--- src/rtl/memory_bus_arbiter_if.sv ---
// Memory-side bus between the arbiter and the SDRAM/SRAM controller.
// The master side is the arbiter and the slave side is the memory controller.
interface memory_bus_arbiter_if;
  logic [26:0] mem_addr;
  logic [7:0]  mem_data;
  logic        mem_rnw;
  logic        mem_ram_cs;
  logic        mem_sram_cs;
  logic [7:0]  mem_q;
  logic        sdram_ready;
  logic        sdram_done;

  modport master (
    output mem_addr, mem_data, mem_rnw, mem_ram_cs, mem_sram_cs,
    input  mem_q, sdram_ready, sdram_done
  );

  modport slave (
    input  mem_addr, mem_data, mem_rnw, mem_ram_cs, mem_sram_cs,
    output mem_q, sdram_ready, sdram_done
  );
endinterface

--- src/rtl/memory_bus_arbiter.sv ---
// Three-requester memory bus arbiter: fixed priority for requester 0, round-robin between 1 and 2,
// one transaction at a time with a watchdog on the completion handshake.
module memory_bus_arbiter #(
  parameter int unsigned TIMEOUT = 255
) (
  input  logic        clk,
  input  logic        reset,
  input  logic [2:0]  req,
  input  logic [26:0] addr0,
  input  logic [26:0] addr1,
  input  logic [26:0] addr2,
  input  logic [7:0]  wdata0,
  input  logic [7:0]  wdata1,
  input  logic [7:0]  wdata2,
  input  logic [2:0]  rnw,
  input  logic [2:0]  sram_sel,
  output logic [2:0]  ack,
  output logic [7:0]  q,
  output logic [1:0]  owner,
  output logic        busy,
  output logic        timeout_err,
  memory_bus_arbiter_if.master mem
);

  typedef enum logic [1:0] {StIdle, StIssue, StWait, StDone} state_e;

  localparam logic [7:0] TimeoutLast = 8'(TIMEOUT - 1);

  state_e      state_q, state_d;
  logic [1:0]  owner_q, owner_d;
  logic [26:0] addr_q, addr_d;
  logic [7:0]  data_q, data_d;
  logic        rnw_q, rnw_d;
  logic        sel_q, sel_d;
  logic        rr_q, rr_d;
  logic [7:0]  cnt_q, cnt_d;
  logic [7:0]  q_q, q_d;
  logic        err_q, err_d;
  logic [1:0]  win;

  always_comb begin
    state_d = state_q;
    owner_d = owner_q;
    addr_d  = addr_q;
    data_d  = data_q;
    rnw_d   = rnw_q;
    sel_d   = sel_q;
    rr_d    = rr_q;
    cnt_d   = cnt_q;
    q_d     = q_q;
    err_d   = 1'b0;
    win     = 2'd0;

    // rr_q set means requester 1 was granted last, so requester 2 wins a tie.
    if (req[0])                 win = 2'd0;
    else if (req[1] && req[2])  win = rr_q ? 2'd2 : 2'd1;
    else if (req[1])            win = 2'd1;
    else                        win = 2'd2;

    unique case (state_q)
      StIdle: begin
        if (req != 3'b000 && mem.sdram_ready) begin
          owner_d = win;
          state_d = StIssue;
          if (win != 2'd0) rr_d = (win == 2'd1);
          case (win)
            2'd0: begin
              addr_d = addr0; data_d = wdata0; rnw_d = rnw[0]; sel_d = sram_sel[0];
            end
            2'd1: begin
              addr_d = addr1; data_d = wdata1; rnw_d = rnw[1]; sel_d = sram_sel[1];
            end
            default: begin
              addr_d = addr2; data_d = wdata2; rnw_d = rnw[2]; sel_d = sram_sel[2];
            end
          endcase
        end
      end
      StIssue: begin
        cnt_d   = 8'd0;
        state_d = StWait;
      end
      StWait: begin
        cnt_d = cnt_q + 8'd1;
        if (mem.sdram_done) begin
          q_d     = mem.mem_q;
          state_d = StDone;
        end else if (cnt_q == TimeoutLast) begin
          q_d     = 8'hFF;
          err_d   = 1'b1;
          state_d = StDone;
        end
      end
      StDone: begin
        state_d = StIdle;
      end
    endcase
  end

  always_ff @(posedge clk) begin
    if (reset) begin
      state_q <= StIdle;
      owner_q <= 2'd0;
      addr_q  <= 27'd0;
      data_q  <= 8'd0;
      rnw_q   <= 1'b1;
      sel_q   <= 1'b0;
      rr_q    <= 1'b0;
      cnt_q   <= 8'd0;
      q_q     <= 8'h00;
      err_q   <= 1'b0;
    end else begin
      state_q <= state_d;
      owner_q <= owner_d;
      addr_q  <= addr_d;
      data_q  <= data_d;
      rnw_q   <= rnw_d;
      sel_q   <= sel_d;
      rr_q    <= rr_d;
      cnt_q   <= cnt_d;
      q_q     <= q_d;
      err_q   <= err_d;
    end
  end

  always_comb begin
    mem.mem_addr    = addr_q;
    mem.mem_data    = data_q;
    mem.mem_rnw     = rnw_q;
    mem.mem_ram_cs  = (state_q == StIssue) && !sel_q;
    mem.mem_sram_cs = (state_q == StIssue) && sel_q;
    ack             = (state_q == StDone) ? (3'b001 << owner_q) : 3'b000;
    q               = q_q;
    owner           = owner_q;
    busy            = (state_q != StIdle);
    timeout_err     = err_q;
  end

endmodule

--- src/flat_wrapper.sv ---
// flat-port wrapper written by rule: the top's interface ports become plain ports
module memory_bus_arbiter_flat 
#(
  parameter int unsigned TIMEOUT = 255
)
  (clk, reset, req, addr0, addr1, addr2, wdata0, wdata1, wdata2, rnw, sram_sel, ack, q, owner, busy, timeout_err, mem_mem_addr, mem_mem_data, mem_mem_rnw, mem_mem_ram_cs, mem_mem_sram_cs, mem_mem_q, mem_sdram_ready, mem_sdram_done);
  memory_bus_arbiter_if mem_i ();
  input  logic clk;
  input  logic reset;
  input  logic [2:0] req;
  input  logic [26:0] addr0;
  input  logic [26:0] addr1;
  input  logic [26:0] addr2;
  input  logic [7:0] wdata0;
  input  logic [7:0] wdata1;
  input  logic [7:0] wdata2;
  input  logic [2:0] rnw;
  input  logic [2:0] sram_sel;
  output logic [2:0] ack;
  output logic [7:0] q;
  output logic [1:0] owner;
  output logic busy;
  output logic timeout_err;
  output wire logic [$bits(mem_i.mem_addr)-1:0] mem_mem_addr;
  output wire logic [$bits(mem_i.mem_data)-1:0] mem_mem_data;
  output wire logic [$bits(mem_i.mem_rnw)-1:0] mem_mem_rnw;
  output wire logic [$bits(mem_i.mem_ram_cs)-1:0] mem_mem_ram_cs;
  output wire logic [$bits(mem_i.mem_sram_cs)-1:0] mem_mem_sram_cs;
  input wire logic [$bits(mem_i.mem_q)-1:0] mem_mem_q;
  input wire logic [$bits(mem_i.sdram_ready)-1:0] mem_sdram_ready;
  input wire logic [$bits(mem_i.sdram_done)-1:0] mem_sdram_done;
  assign mem_mem_addr = mem_i.mem_addr;
  assign mem_mem_data = mem_i.mem_data;
  assign mem_mem_rnw = mem_i.mem_rnw;
  assign mem_mem_ram_cs = mem_i.mem_ram_cs;
  assign mem_mem_sram_cs = mem_i.mem_sram_cs;
  assign mem_i.mem_q = mem_mem_q;
  assign mem_i.sdram_ready = mem_sdram_ready;
  assign mem_i.sdram_done = mem_sdram_done;
  memory_bus_arbiter #(.TIMEOUT(TIMEOUT)) u_core (.clk(clk), .reset(reset), .req(req), .addr0(addr0), .addr1(addr1), .addr2(addr2), .wdata0(wdata0), .wdata1(wdata1), .wdata2(wdata2), .rnw(rnw), .sram_sel(sram_sel), .ack(ack), .q(q), .owner(owner), .busy(busy), .timeout_err(timeout_err), .mem(mem_i));
endmodule
--- config.mk ---
export PLATFORM = sky130hd
export DESIGN_NAME = memory_bus_arbiter_flat
export DESIGN_NICKNAME = d
export VERILOG_FILES = /design/src/rtl/memory_bus_arbiter_if.sv /design/src/rtl/memory_bus_arbiter.sv /design/src/flat_wrapper.sv
export SDC_FILE = /design/constraint.sdc
export NUM_CORES = 1
export LEC_CHECK = 0
export BUFFER_PORTS_ARGS = -buffer_cell sky130_fd_sc_hd__buf_2
export CAP_MARGIN = 5
export CORE_MARGIN = 5
export CORE_UTILIZATION = 35
export DETAILED_ROUTE_END_ITERATION = 8
export GPL_ROUTABILITY_DRIVEN = 0
export PLACE_DENSITY_LB_ADDON = 0.12
export SKIP_LAST_GASP = 1
export SLEW_MARGIN = 5
export SYNTH_ARGS = -nofsm -noshare
export SYNTH_HDL_FRONTEND = slang
export SYNTH_SLANG_ARGS = --single-unit
--- constraint.sdc ---
create_clock -name clk -period 3.4 [get_ports clk]
set_clock_uncertainty 0.05 [all_clocks]
set_input_delay 0.17 -clock clk [delete_from_list [all_inputs] [get_ports clk]]
set_output_delay 0.17 -clock clk [all_outputs]
set_load 0.1 [all_outputs]
==> results.sh <==
export IMPL_cap_violations=0
export IMPL_drt_wirelength_per_cell_um=14.6
export IMPL_finalSetupViolCount=0
export IMPL_peakVddDrop_uv=370
export IMPL_cts_setup_buffers=0
export IMPL_p_leak_nw=2.04
export IMPL_worst_pin_slew_ns=1.06
export IMPL_clock_path_buffers=2
export IMPL_hpwl_um=6880
export IMPL_fin_hold_ws_ns=0.0910
export IMPL_dieArea_sq_um=10900
export IMPL_max_slew_margin=0.288
export IMPL_timing_rr_start="u_core.rr_q$_SDFFE_PP0P_"
export IMPL_grt_pass1_vias=3287
export IMPL_cp_arrival_ns=2.08
export IMPL_layout_worst_path_cycle_share=0.577
export IMPL_ctsHoldBuffers=1
export IMPL_start_kind="register"
export IMPL_status="finished clean"
export IMPL_cts_tree="done"
export IMPL_antennaDiodeCount=0
export IMPL_synth_edf_count=0
export IMPL_grt_usage=0.172
export IMPL_setup_worst_path_end="u_core.mem.mem_rnw$_SDFFE_PP1P_"
export IMPL_powerDensity_nw_per_um2=769
export IMPL_crit_path_max_fanout=38
export IMPL_fin_tns_setup_ns=0
export IMPL_grt_busiest_layer="met2"
export IMPL_dp_cells=655
export IMPL_synthToLayoutAreaGrowth_pct=35.7
export IMPL_yosys_most_used_dff="dfxtp_1"
export IMPL_drt_vias_per_instance=4.91
export IMPL_final_hold_viol_count=0
export IMPL_grt_max_degree=78
export IMPL_place_area_sq_um=4010
export IMPL_async_reset_ff_frac=0
export IMPL_num_rows=34
export IMPL_critical_path_class="reg2reg"
export IMPL_period_needed_ns=1.96
export IMPL_clockPowerShare=0.225
export IMPL_cts_resized=0
export IMPL_initial_utilization=0.359
export IMPL_sw_frac_of_total=0.502
export IMPL_cts_root_buf="clkbuf_8"
export IMPL_coreArea_sq_um=8720
export IMPL_die_w_um=105
export IMPL_drc=0
export IMPL_p_int_mw=1.63
export IMPL_end_kind="register"
export IMPL_finalMaxSlewViolations=0
export IMPL_syn_mean_instance_area_sq_um=7.86
export IMPL_clock_sinks=59
export IMPL_combPwrFrac=0.503
export IMPL_nets=691
export IMPL_ioPinCount=179
export IMPL_clk_latency_ns=0.32
export IMPL_synth_area_sq_um=3130
export IMPL_critPathLaunch="u_core.rr_q$_SDFFE_PP0P_"
export IMPL_die_height_um=105
export IMPL_ant_nets=0
export IMPL_synth_distinct_cells=38
export IMPL_io_buffers=178
export IMPL_yosysWarnings=0
export IMPL_fin_area_sq_um=4250
export IMPL_synth_nets=530
export IMPL_worstRegToRegCells=4
export IMPL_clk_pin_slew_ns=0.07
export IMPL_seq_area_frac_synth=0.377
export IMPL_cp_required_ns=3.52
export IMPL_cts_inserted_buffers=9
export IMPL_holdCritPathClass="in2reg"
export IMPL_drt_initial_drc_count=146
export IMPL_drtPass1Iterations=4
export IMPL_drive_gt1_frac=0.353
export IMPL_timing_rr_end="u_core.mem.mem_rnw$_SDFFE_PP1P_"
export IMPL_grtUsageMet1=0.201
export IMPL_ctsHtreeMaxLevel=3
export IMPL_vias=3302
export IMPL_synthCells=398
export IMPL_finalNonFillerCells=672
export IMPL_synth_seq_cells=59
export IMPL_fmax_mhz=510
export IMPL_grt_use_met3=0.0721
export IMPL_p_seq_frac=0.271
export IMPL_grt_pass1_wl_um=15700
export IMPL_rsz0062_at_grt="no"
export IMPL_antenna_found_initial=1
export IMPL_use_met2=0.283
export IMPL_p_switching_mw=1.64
export IMPL_finalWirelength_um=9810
export IMPL_r2r_setup_slack_ns=1.44
export IMPL_overflow=0
per-stage QoR:
step	worst slack, ns	util	total power [mW]
5_1_grt	1.23	0.487	3.44
2_1_floorplan	0.157	-	2.25
4_1_cts	1.39	0.487	3.30
6_report	1.44	0.487	3.27
3_3_place_gp	1.41	0.460	2.54
3_5_place_dp	1.39	0.460	2.55
cell families (layout without fill, tap and decap cells):
| family | count (synthesis) | after routing | share of synthesized area |
|---|---|---|---|
| AOI/OAI and AO/OA | 131 | 131 | 0.278 |
| and+or+nand+nor | 156 | 156 | 0.230 |
| DFF | 59 | 59 | 0.377 |
| xor gates and xnor gates | 7 | 7 | 0.0196 |
| muxes | 3 | 3 | 0.0100 |
| adders and majority gates | 6 | 6 | 0.0240 |
| buffers and inverters | 36 | 202 | 0.0616 |
sequential cells by signal, indices dropped and copies added, names as in the netlist:
name	count
u_core.timeout_err	1
u_core.mem.mem_rnw	1
u_core.owner	2
u_core.cnt_q	8
u_core.q	8
u_core.rr_q	1
u_core.state_q	2
u_core.mem.mem_data	8
u_core.mem.mem_addr	27
u_core.sel_q	1
metal layers:
layer	up-vias	wire, um
met5	-	20
met4	2	142
met2	116	4670
met3	12	954
li1	1686	-
met1	1486	4020
synth_stat cells, types with 3 or more instances:
| cell type | n | area (sq um) |
|---|---|---|
| nor2_1 | 27 | 101 |
| buf_2 | 10 | 50.1 |
| nor2b_1 | 37 | 231 |
| clkbuf_1 | 14 | 52.6 |
| buf_6 | 5 | 56.3 |
| a211o_1 | 36 | 315 |
| ha_1 | 6 | 75.1 |
| xor2_1 | 6 | 52.6 |
| nand2_1 | 77 | 289 |
| a21oi_1 | 76 | 380 |
| dfxtp_1 | 59 | 1180 |
| o21a_1 | 8 | 60.1 |
| nand4_1 | 3 | 18.8 |
| inv_1 | 5 | 18.8 |
power by group through the flow:
stage / registers (mW) / clock network, mW / logic, mW
global route: 0.905 / 0.799 / 1.74
global placement: 0.898 / 0 / 1.64
detailed placement: 0.901 / 0 / 1.65
floorplan: 1.63 / 0 / 0.620
CTS: 0.887 / 0.763 / 1.66
finish: 0.886 / 0.736 / 1.64
worst min path at each step:
stage	cells after the start	to	start	slack, ns
global route	4	u_core.q[3]$_SDFFE_PP0P_	mem_mem_q[3]	0.11
CTS	3	u_core.mem.mem_rnw$_SDFFE_PP1P_	rnw[0]	0.07
floorplan	1	u_core.timeout_err$_SDFF_PP0_	mem_sdram_done	0.20
detailed placement	2	u_core.timeout_err$_SDFF_PP0_	mem_sdram_done	0.33
finish	3	u_core.mem.mem_rnw$_SDFFE_PP1P_	rnw[0]	0.09
global placement	2	u_core.timeout_err$_SDFF_PP0_	mem_sdram_done	0.33
layout make-up:
type	count	area, sq um
Sequential cell	59	1180
Tap cell	108	135
Multi-Input combinational cell	303	1760
Clock buffer	12	155
Timing Repair Buffer	181	928
Clock inverter	4	72.6
Fill cell	883	4470
Inverter	5	18.8
placed cells by master, fill, tap and decap left out, drive strengths merged, types with 2 or more instances in the layout:
| master | count |
|---|---|
| a211o | 36 |
| xor2 | 6 |
| ha | 6 |
| buf | 180 |
| clkbuf | 12 |
| mux2i | 2 |
| nor2b | 37 |
| nand3 | 2 |
| o21ai | 2 |
| a21oi | 76 |
| nand4 | 3 |
| bufinv | 2 |
| o21a | 8 |
| nor2 | 27 |
| nand2 | 77 |
| dfxtp | 59 |
| inv | 5 |
| nand2b | 2 |
critical path: stages, from the launching register on:
cell and delay (ns):
dfxtp_1 0.40, a21bo_2 0.75, mux2_2 0.41, mux2i_1 0.11
o21ai_0 0.09
(Power assumes the default switching activity.)
